<file path="src/rtl/text_frame_sequencer.sv">
// Per-frame graphics sequencer: clear the framebuffer, draw the expression text as wrapped
// lines at the bottom of the screen, run plot logic, then wait for a buffer swap.
module text_frame_sequencer #(
  parameter int SYMBOL_WIDTH      = 7,
  parameter int HOR_ACTIVE_PIXELS = 640,
  parameter int VER_ACTIVE_PIXELS = 480,
  parameter int SYMBOL_ADVANCE    = 15,
  parameter int LINE_ADVANCE      = 20,
  parameter int TEXT_LINES        = 2,
  parameter int TEXT_X0           = 0,
  parameter int NEWLINE_CODE      = 10
) (
  input  logic                                 i_clk,
  input  logic                                 i_rst_n,
  input  logic                                 i_swap,
  output logic                                 o_visible_iter_en,
  input  logic [SYMBOL_WIDTH-1:0]              i_symbol,
  input  logic                                 i_symbol_valid,
  output logic                                 o_fill_drawer_start,
  input  logic                                 i_fill_drawer_ready,
  output logic                                 o_symbol_drawer_start,
  input  logic                                 i_symbol_drawer_ready,
  output logic [SYMBOL_WIDTH-1:0]              o_symbol_drawer_symbol,
  output logic [$clog2(HOR_ACTIVE_PIXELS)-1:0] o_symbol_drawer_x,
  output logic [$clog2(VER_ACTIVE_PIXELS)-1:0] o_symbol_drawer_y,
  output logic                                 o_logic_start,
  input  logic                                 i_logic_ready,
  output logic                                 o_text_overflow,
  output logic                                 o_frame_done
);

  localparam int XW   = $clog2(HOR_ACTIVE_PIXELS);
  localparam int YW   = $clog2(VER_ACTIVE_PIXELS);
  localparam int COLS = (HOR_ACTIVE_PIXELS - TEXT_X0) / SYMBOL_ADVANCE;
  localparam int CW   = $clog2(COLS + 1);
  localparam int LW   = (TEXT_LINES > 1) ? $clog2(TEXT_LINES) : 1;

  localparam logic [XW-1:0]           X0        = XW'(TEXT_X0);
  localparam logic [YW-1:0]           Y0        = YW'(VER_ACTIVE_PIXELS - TEXT_LINES * LINE_ADVANCE);
  localparam logic [XW-1:0]           X_ADV     = XW'(SYMBOL_ADVANCE);
  localparam logic [YW-1:0]           Y_ADV     = YW'(LINE_ADVANCE);
  localparam logic [CW-1:0]           COLS_C    = CW'(COLS);
  localparam logic [LW-1:0]           LAST_LINE = LW'(TEXT_LINES - 1);
  localparam logic [SYMBOL_WIDTH-1:0] NL_CODE   = SYMBOL_WIDTH'(NEWLINE_CODE);
  localparam logic [SYMBOL_WIDTH-1:0] END_CODE  = '0;

  typedef enum logic [3:0] {
    S_WAIT_SWAP,
    S_FILL_START,
    S_FILL_GAP,
    S_FILL_WAIT,
    S_FETCH,
    S_SYM_START,
    S_SYM_GAP,
    S_SYM_WAIT,
    S_LOGIC_START,
    S_LOGIC_GAP,
    S_LOGIC_WAIT
  } state_t;

  state_t                  r_state, w_state_nxt;
  logic [SYMBOL_WIDTH-1:0] r_sym, w_sym_nxt;
  logic [XW-1:0]           r_x, w_x_nxt;
  logic [YW-1:0]           r_y, w_y_nxt;
  logic [CW-1:0]           r_col, w_col_nxt;
  logic [LW-1:0]           r_line, w_line_nxt;
  logic                    r_drop, w_drop_nxt;
  logic                    r_ovf, w_ovf_nxt;
  logic                    r_fill_start, w_fill_start_nxt;
  logic                    r_sym_start, w_sym_start_nxt;
  logic                    r_logic_start, w_logic_start_nxt;
  logic                    r_frame_done, w_frame_done_nxt;
  logic                    w_last_line;

  assign w_last_line = (r_line == LAST_LINE);

  always_ff @(posedge i_clk or negedge i_rst_n) begin
    if (!i_rst_n) begin
      r_state       <= S_FILL_START;
      r_sym         <= '0;
      r_x           <= X0;
      r_y           <= Y0;
      r_col         <= '0;
      r_line        <= '0;
      r_drop        <= 1'b0;
      r_ovf         <= 1'b0;
      r_fill_start  <= 1'b0;
      r_sym_start   <= 1'b0;
      r_logic_start <= 1'b0;
      r_frame_done  <= 1'b0;
    end else begin
      r_state       <= w_state_nxt;
      r_sym         <= w_sym_nxt;
      r_x           <= w_x_nxt;
      r_y           <= w_y_nxt;
      r_col         <= w_col_nxt;
      r_line        <= w_line_nxt;
      r_drop        <= w_drop_nxt;
      r_ovf         <= w_ovf_nxt;
      r_fill_start  <= w_fill_start_nxt;
      r_sym_start   <= w_sym_start_nxt;
      r_logic_start <= w_logic_start_nxt;
      r_frame_done  <= w_frame_done_nxt;
    end
  end

  always_comb begin
    w_state_nxt       = r_state;
    w_sym_nxt         = r_sym;
    w_x_nxt           = r_x;
    w_y_nxt           = r_y;
    w_col_nxt         = r_col;
    w_line_nxt        = r_line;
    w_drop_nxt        = r_drop;
    w_ovf_nxt         = r_ovf;
    w_fill_start_nxt  = 1'b0;
    w_sym_start_nxt   = 1'b0;
    w_logic_start_nxt = 1'b0;
    w_frame_done_nxt  = 1'b0;

    case (r_state)
      S_WAIT_SWAP: begin
        if (i_swap) w_state_nxt = S_FILL_START;
      end
      S_FILL_START: begin
        w_fill_start_nxt = 1'b1;
        w_x_nxt          = X0;
        w_y_nxt          = Y0;
        w_col_nxt        = '0;
        w_line_nxt       = '0;
        w_drop_nxt       = 1'b0;
        w_ovf_nxt        = 1'b0;
        w_state_nxt      = S_FILL_GAP;
      end
      S_FILL_GAP:  w_state_nxt = S_FILL_WAIT;
      S_FILL_WAIT: begin
        if (i_fill_drawer_ready) w_state_nxt = S_FETCH;
      end
      S_FETCH: begin
        if (i_symbol_valid) begin
          if (i_symbol == END_CODE) begin
            w_state_nxt = S_LOGIC_START;
          end else if (i_symbol == NL_CODE) begin
            if (w_last_line) begin
              w_drop_nxt = 1'b1;
              w_ovf_nxt  = 1'b1;
            end else begin
              w_line_nxt = r_line + LW'(1);
              w_y_nxt    = r_y + Y_ADV;
              w_col_nxt  = '0;
              w_x_nxt    = X0;
            end
          end else if (r_drop) begin
            w_state_nxt = S_FETCH;
          end else if (r_col == COLS_C) begin
            // A full line on the last text row overflows; elsewhere it wraps.
            if (w_last_line) begin
              w_drop_nxt = 1'b1;
              w_ovf_nxt  = 1'b1;
            end else begin
              w_line_nxt  = r_line + LW'(1);
              w_y_nxt     = r_y + Y_ADV;
              w_col_nxt   = '0;
              w_x_nxt     = X0;
              w_sym_nxt   = i_symbol;
              w_state_nxt = S_SYM_START;
            end
          end else begin
            w_sym_nxt   = i_symbol;
            w_state_nxt = S_SYM_START;
          end
        end
      end
      S_SYM_START: begin
        w_sym_start_nxt = 1'b1;
        w_state_nxt     = S_SYM_GAP;
      end
      S_SYM_GAP:  w_state_nxt = S_SYM_WAIT;
      S_SYM_WAIT: begin
        if (i_symbol_drawer_ready) begin
          w_col_nxt   = r_col + CW'(1);
          w_x_nxt     = r_x + X_ADV;
          w_state_nxt = S_FETCH;
        end
      end
      S_LOGIC_START: begin
        w_logic_start_nxt = 1'b1;
        w_state_nxt       = S_LOGIC_GAP;
      end
      S_LOGIC_GAP:  w_state_nxt = S_LOGIC_WAIT;
      S_LOGIC_WAIT: begin
        if (i_logic_ready) begin
          w_frame_done_nxt = 1'b1;
          w_state_nxt      = S_WAIT_SWAP;
        end
      end
      default: w_state_nxt = S_FILL_START;
    endcase
  end

  assign o_visible_iter_en      = (r_state == S_FETCH) && !i_symbol_valid;
  assign o_fill_drawer_start    = r_fill_start;
  assign o_symbol_drawer_start  = r_sym_start;
  assign o_symbol_drawer_symbol = r_sym;
  assign o_symbol_drawer_x      = r_x;
  assign o_symbol_drawer_y      = r_y;
  assign o_logic_start          = r_logic_start;
  assign o_text_overflow        = r_ovf;
  assign o_frame_done           = r_frame_done;

endmodule

</file>
<file path="config.mk">
export PLATFORM = sky130hd
export DESIGN_NAME = text_frame_sequencer
export DESIGN_NICKNAME = d
export VERILOG_FILES = /design/src/rtl/text_frame_sequencer.sv
export SDC_FILE = /design/constraint.sdc
export NUM_CORES = 1
export LEC_CHECK = 0
export ABC_AREA = 1
export BUFFER_PORTS_ARGS = -buffer_cell sky130_fd_sc_hd__buf_4
export CAP_MARGIN = 20
export CORE_MARGIN = 2
export CORE_UTILIZATION = 40
export DETAILED_ROUTE_END_ITERATION = 7
export GPL_TIMING_DRIVEN = 0
export PLACE_DENSITY_LB_ADDON = 0.15
export SLEW_MARGIN = 20
export SYNTH_ARGS = -nofsm -noshare
export SYNTH_HDL_FRONTEND = slang
export SYNTH_SLANG_ARGS = --single-unit
</file>
<file path="constraint.sdc">
create_clock -name i_clk -period 2.25 [get_ports i_clk]
set_input_delay 0.1125 -clock i_clk [delete_from_list [all_inputs] [get_ports i_clk]]
set_output_delay 0.1125 -clock i_clk [all_outputs]
set_load 0.1 [all_outputs]
</file>
After elaboration in Yosys (flattened, before gate mapping)
Index checks and enable logic that the tools add are counted.
{"block": "word_totals", "regBits": 43, "in_bits": 14, "out_inout_bits": 32, "word_cells": 117}
{"block": "classes", "n_addsub": 4, "eq_ne": 24, "mux": 63, "bitwise": 3, "reduce_logical": 11}
{"op": "2-to-1 mux 10 bit", "n": 7}
{"op": "2-to-1 mux 9 bit", "n": 6}
{"op": "one-hot mux 4 bit (11 select lines)", "n": 1}
{"op": "2-to-1 mux 6 bit", "n": 7}
{"op": "2-to-1 mux 4 bit", "n": 10}
{"op": "one-hot mux 10 bit (3 select lines)", "n": 1}
{"op": "2-to-1 mux 1 bit", "n": 24}
{"op": "one-hot mux 6 bit (3 select lines)", "n": 1}
{"op": "one-hot mux 9 bit (2 select lines)", "n": 1}
{"op": "equality test 4 x 3 -> 1 bit, second input constant", "n": 4}
{"op": "2-to-1 mux 7 bit", "n": 2}
{"op": "!= test 2 bit, second input constant", "n": 7}
{"op": "equality test 4 bit, second input constant", "n": 3}
{"op": "!= test 3 bit, second input constant", "n": 4}
{"op": "AND reduction 6 bit", "n": 2}
{"op": "adder 10 x 4 -> 10 bit, second input constant", "n": 1}
{"op": "adder 9 x 5 -> 9 bit, second input constant", "n": 1}
{"op": "equality test 4 x 2 -> 1 bit, second input constant", "n": 2}
{"op": "equality test 7 x 4 -> 1 bit, second input constant", "n": 1}
{"op": "zero test 7 bit", "n": 1}
{"op": "AND reduction 7 bit", "n": 1}
{"op": "adder 6 x 1 -> 6 bit, second input constant", "n": 1}
{"op": "equality test 6 bit, second input constant", "n": 1}
{"op": "one-hot mux 1 bit (2 select lines)", "n": 3}
{"op": "11 further kinds", "n": 13}

Depth between registers and ports, before layout
{"block": "depth", "ltp_word": 8, "depth_mapped": 12, "ltp_nobuf": 11}

Least setup slack after synthesis
No wires, ideal clock.
{"block": "synth_path", "kind": "reg-to-reg", "startpoint": "reg r_x[0] (netlist: o_symbol_drawer_x[0])", "endpoint": "reg r_x[8] (netlist: o_symbol_drawer_x[8])", "setup_time_ps": 122, "arrival_ps": 1923, "required_time_ps": 2128, "path_slack_ps": 204, "stages_incl_launch_ff": 9, "path_buffers": 0, "synth_period_minus_slack_ps": 2046, "path_cell_list": "dfrtp_1 -> inv_1 -> ha_1 -> a21boi_0 -> nand2_1 -> nand2_1 -> nor2_1 -> nand3_1 -> nand2_1"}
{"block": "synth_between", "elab_chain_cells": 3}
{"element": "start, declared", "line": "63", "text": "logic [XW-1:0] r_x, w_x_nxt;"}
{"element": "start signal, assigned", "line": "94", "text": "r_x <= w_x_nxt;"}
{"element": "adder 10 x 4 -> 10 bit", "line": "182", "text": "w_x_nxt = r_x + X_ADV;"}
{"element": "2-to-1 mux 10 bit", "line": "180", "text": "if (i_symbol_drawer_ready) begin"}
{"element": "one-hot mux 10 bit (3 select lines)", "line": "121", "text": "case (r_state)"}
Every way passes these cells. The select of a mux whose other input is x is not followed.
A chain may end at the register's enable or synchronous reset.

Worst setup path after layout
{"block": "layout_path", "startpoint": "reg r_state[0]", "endpoint": "reg r_col[4]"}
{"block": "layout_between", "elab_chain_cells": 3, "word_cells_on_any_way": 11, "cone_classes": "eq/ne: 8; mux: 1; reduce/logical: 2"}
{"element": "start, declared", "line": "61", "text": "state_t r_state, w_state_nxt;"}
{"element": "start signal, assigned", "line": "92", "text": "r_state <= w_state_nxt;"}
{"element": "equality test 4 x 3 -> 1 bit / equality test 4 x 1 -> 1 bit (equally long branches)", "line": "121"}
{"element": "!= test 3 bit (no line), or another cell as far along"}
{"element": "AND reduction 6 bit (no line)"}
{"element": "end signal, assigned", "line": "96", "text": "r_col <= w_col_nxt;"}
{"element": "end, declared", "line": "65", "text": "logic [CW-1:0] r_col, w_col_nxt;"}
Several ways; a longest one is shown, not always the timed one.

==> flow_summary.rst <==
.. list-table::
   :header-rows: 1

   * - Metric
     - Value
   * - Antenna-violating nets left
     - 0
   * - Met3 track demand over resource
     - 0.0302
   * - Relative contribution of the clock network to total power
     - 0.124
   * - Cell with the biggest individual delay on the critical path
     - sky130_fd_sc_hd__dfstp_2
   * - Number of storage elements in the synthesis netlist
     - 41
   * - Power density cells
     - 1560 nW/um^2
   * - Type of destination of the critical path
     - flip-flop
   * - Simple logic cell fraction of the synthesized area
     - 0.458
   * - Post-CTS Setup Inserts
     - 0
   * - Final Max Slew Viols
     - 0
   * - Outcome
     - complete, no violations
   * - Avg Vias per Cell
     - 4.78
   * - Sequential element share of the synthesized area
     - 0.392
   * - Synthesized netlist cell count
     - 378
   * - Slew Limit Headroom
     - 0.639
   * - Clock tree from TritonCTS
     - built
   * - Achievable frequency
     - 571 MHz
   * - Core area
     - 6350 sq um
   * - Net switching power
     - 2.83 mW
   * - Remaining Overflow, GRT
     - 0
   * - Internal
     - 2.13 mW
   * - First-pass GRT wire length
     - 10,500 um
   * - Count of cells resized by post-cts repair
     - 0
   * - Required time at the endpoint of the critical path
     - 2.43 ns
   * - Placer congestion estimate
     - 0.782
   * - Drt drc
     - 0
   * - Most frequent cells in the layout
     - sky130_fd_sc_hd__nand2_1, sky130_fd_sc_hd__nand3_1, sky130_fd_sc_hd__nor2_1
   * - Post-synthesis instance area
     - 2640 sq um
   * - Number of antenna violations at the first check in global routing
     - 0
   * - Length of the first detailed-routing pass in iterations
     - 5
   * - CP arrival
     - 1.93 ns
   * - Nature of the critical path startpoint
     - flip-flop
   * - Effective utilization at floorplan
     - 0.415
   * - Post-layout min period
     - 1.75 ns
   * - Routed len/inst
     - 11.5 um
   * - Number of flops mapped to enable cells by yosys
     - 0
   * - Post-synth cell types
     - 33
   * - Pin count of the biggest net entering global routing
     - 42
   * - Sequential share of power
     - 0.248
   * - Floorplan die area
     - 7260 sq um
   * - Worst Setup Path Type
     - flip-flop to flip-flop
   * - Sum of negative setup slack
     - 0 ns
   * - Part of the total power dissipated in combinational logic
     - 0.628
   * - Setup repair after global routing missed its margin
     - false
   * - Cell seen most often among critical-path stages
     - sky130_fd_sc_hd__nand2_1
   * - Met1 layer usage reported by global route
     - 0.244
   * - Final worst clock skew
     - 0.00865 ns
   * - Fraction of layout cells with a size suffix above 1
     - 0.220
   * - Post-CTS clock slew at the launch and capture registers of the worst setup and hold paths
     - 0.08 ns
   * - DRC violation total after the first TritonRoute iteration
     - 101
   * - Adder-cell area share of the yosys netlist
     - 0.0190
   * - Hpwl dp
     - 4300 um
   * - Die width
     - 85.2 um
   * - Source of the worst register-to-register timing path
     - r_state[0]
   * - Largest family of logic cells by synthesized area
     - simple AND/OR/NAND/NOR gates
   * - Most common cell after layout, fill and taps aside
     - sky130_fd_sc_hd__nand2_1
   * - Fraction of met2 tracks used by global routing
     - 0.285
   * - Share of the synthesized area in compound gates (AO/OA/AOI/OAI)
     - 0.0399
   * - Area share of xor/xnor cells in the synthesized design
     - 0.00332
   * - Final Cycle Share
     - 0.778
   * - Final hold slack
     - 0.0245 ns
   * - Number of warning messages in the yosys log
     - 0
   * - Maximum cell stage delay along the critical path
     - 0.60 ns
   * - # fillers
     - 649
   * - Final hold vios
     - 0
   * - Antenna cell count
     - 0
   * - Static power due to leakage
     - 1.74 nW
   * - Buffers from clock root to sink, at most
     - 2
   * - Number of hold buffers added after CTS
     - 1
   * - Skew-Pair Late Insertion Delay
     - 0.29 ns
   * - Cell at the root of the clock tree
     - sky130_fd_sc_hd__clkbuf_8
   * - Launch point of the critical path
     - r_state[0]
   * - Worst VDD drop
     - 0.958 mV
   * - Startpoint of the worst hold path
     - i_symbol[5]
   * - H-tree depth
     - 2
   * - Mean Syn Cell Area
     - 6.97 sq um
   * - Global route hottest layer
     - met2
   * - Boundary Pins
     - 46
   * - Count of maximum capacitance violations
     - 0
   * - Number of endpoints failing setup at the final stage
     - 0
   * - Growth of design area from synthesis to finish
     - 20.8%
   * - Layout Nets
     - 448
   * - Number of port buffers
     - 43
   * - Die boundary height
     - 85.2 um
   * - Overall routing resource usage
     - 0.175
   * - Cell-by-cell trace of the critical path
     - inv_1 -> nor2_1 -> nand2_1 -> nand3_2 -> nand2_2 -> nor2_8 -> nand2_8 -> buf_6 -> nand2_1 -> nand2_1
   * - Most used DFF post-synth
     - sky130_fd_sc_hd__dfrtp_1
   * - Mux cell area share after synthesis
     - 0
   * - HP Class
     - input pin to flip-flop
   * - CTS sink count
     - 41
   * - Vias post-DR
     - 2,429
   * - Sum of routed wire length over all layers
     - 5830 um
   * - TritonCTS Buffers
     - 5
   * - Switching share of power
     - 0.571
   * - Maximum fanout count along the critical path
     - 10
   * - Worst Max-Slew Pin Slew
     - 0.542 ns
   * - Fraction of synthesis flops using an asynchronous set or reset pin
     - 1.00
   * - Via count of the first global-routing pass
     - 2,332
   * - Standard-cell row count
     - 29
==> routing by layer <==
layer  part of all wire  up-vias
li1                   -     1280
met3              0.040        7
met1               0.48     1097
met5                  0        -
met4              0.010        0
met2               0.47       45
==> final cells by class <==
type	count	area (sq um)	share of cell area
flip-flops and latches	41	1030	0.324
well taps	77	96.3	0.0302
multi-input cells	285	1380	0.432
inverters	44	173	0.0542
repair buffers	44	333	0.104
plain buffers	9	56.3	0.0177
clock inverters	1	30.0	0.00943
clock buffers	7	86.3	0.0271
==> synthesized netlist by cell type (3+ instances only) <==
library cell              instances  area, sq um
sky130_fd_sc_hd__ha_1             4         50.1
sky130_fd_sc_hd__buf_2            3         15.0
sky130_fd_sc_hd__o21ai_0          5         25.0
sky130_fd_sc_hd__nand2_2          6         37.5
sky130_fd_sc_hd__nand2_1        131          492
sky130_fd_sc_hd__nor3_1           3         15.0
sky130_fd_sc_hd__o21ai_2          4         35.0
sky130_fd_sc_hd__nor2_1          47          176
sky130_fd_sc_hd__inv_1           37          139
sky130_fd_sc_hd__nand3_1         52          260
sky130_fd_sc_hd__inv_2            5         18.8
sky130_fd_sc_hd__dfstp_2          6          158
sky130_fd_sc_hd__buf_4            3         22.5
sky130_fd_sc_hd__nand4_1          3         18.8
sky130_fd_sc_hd__or2_2            3         18.8
sky130_fd_sc_hd__a21oi_1          6         30.0
sky130_fd_sc_hd__dfrtp_1         35          876
==> power groups by stage <==
stage / combinational (mW) / sequential, mW / clock [mW]
2_1_floorplan: 1.35 / 2.38 / 0
3_3_place_gp: 3.12 / 1.23 / 0
3_5_place_dp: 3.14 / 1.24 / 0
4_1_cts: 3.14 / 1.23 / 0.637
5_1_grt: 3.39 / 1.27 / 0.671
6_report: 3.11 / 1.23 / 0.616
==> worst paths after layout <==
path                                                  end  slack [ns]  depth (start not counted)
worst max-delay path                             r_col[4]        0.50                         10
worst min-delay path            o_symbol_drawer_symbol[5]        0.02                          3
worst max register to register                   r_col[4]        0.50                         10
worst min register to register                   r_col[3]        0.48                          2
max in group asynchronous                      r_state[0]        1.50                          2
min in group asynchronous       o_symbol_drawer_symbol[6]        0.35                          2
==> registers in the layout, summed over array words and instances, names as in the netlist <==
register                flops
o_symbol_drawer_x          10
o_symbol_drawer_symbol      7
o_symbol_drawer_y           7
r_col                       6
r_state                     4
o_fill_drawer_start         1
o_frame_done                1
o_logic_start               1
o_symbol_drawer_start       1
o_text_overflow             1
r_drop                      1
r_line                      1
==> stage by stage <==
step / cell area [sq um] / utilization / power (mW) / setup WS [ns] / instances
after detailed placement: 3060 / 0.482 / 4.38 / 0.502 / 499
after CTS: 3190 / 0.502 / 5.01 / 0.491 / 508
after global routing: 3190 / 0.502 / 5.34 / 0.310 / 508
final: 3190 / 0.502 / 4.96 / 0.499 / 508
after global placement: 3060 / 0.482 / 4.36 / 0.523 / 499
after floorplan: 2640 / - / 3.74 / 0.204 / 379
==> cell families (layout without fill, tap and decap cells) <==
logic type | after synthesis | count (layout)
AND/OR/NAND/NOR | 261 | 261
buffers and inverters | 53 | 105
flip-flops | 41 | 41
AO/OA/AOI/OAI | 17 | 17
adder cells (fa/ha/maj) | 4 | 4
other | 1 | 2
XOR/XNOR | 1 | 1
==> critical path, delay by kind of cell (launching register included) <==
kind / cells / cell delay [ns]
buffers and inverters: 2 / 0.22
DFF: 1 / 0.60
and+or+nand+nor: 8 / 0.82
(Power assumes the default switching activity.)
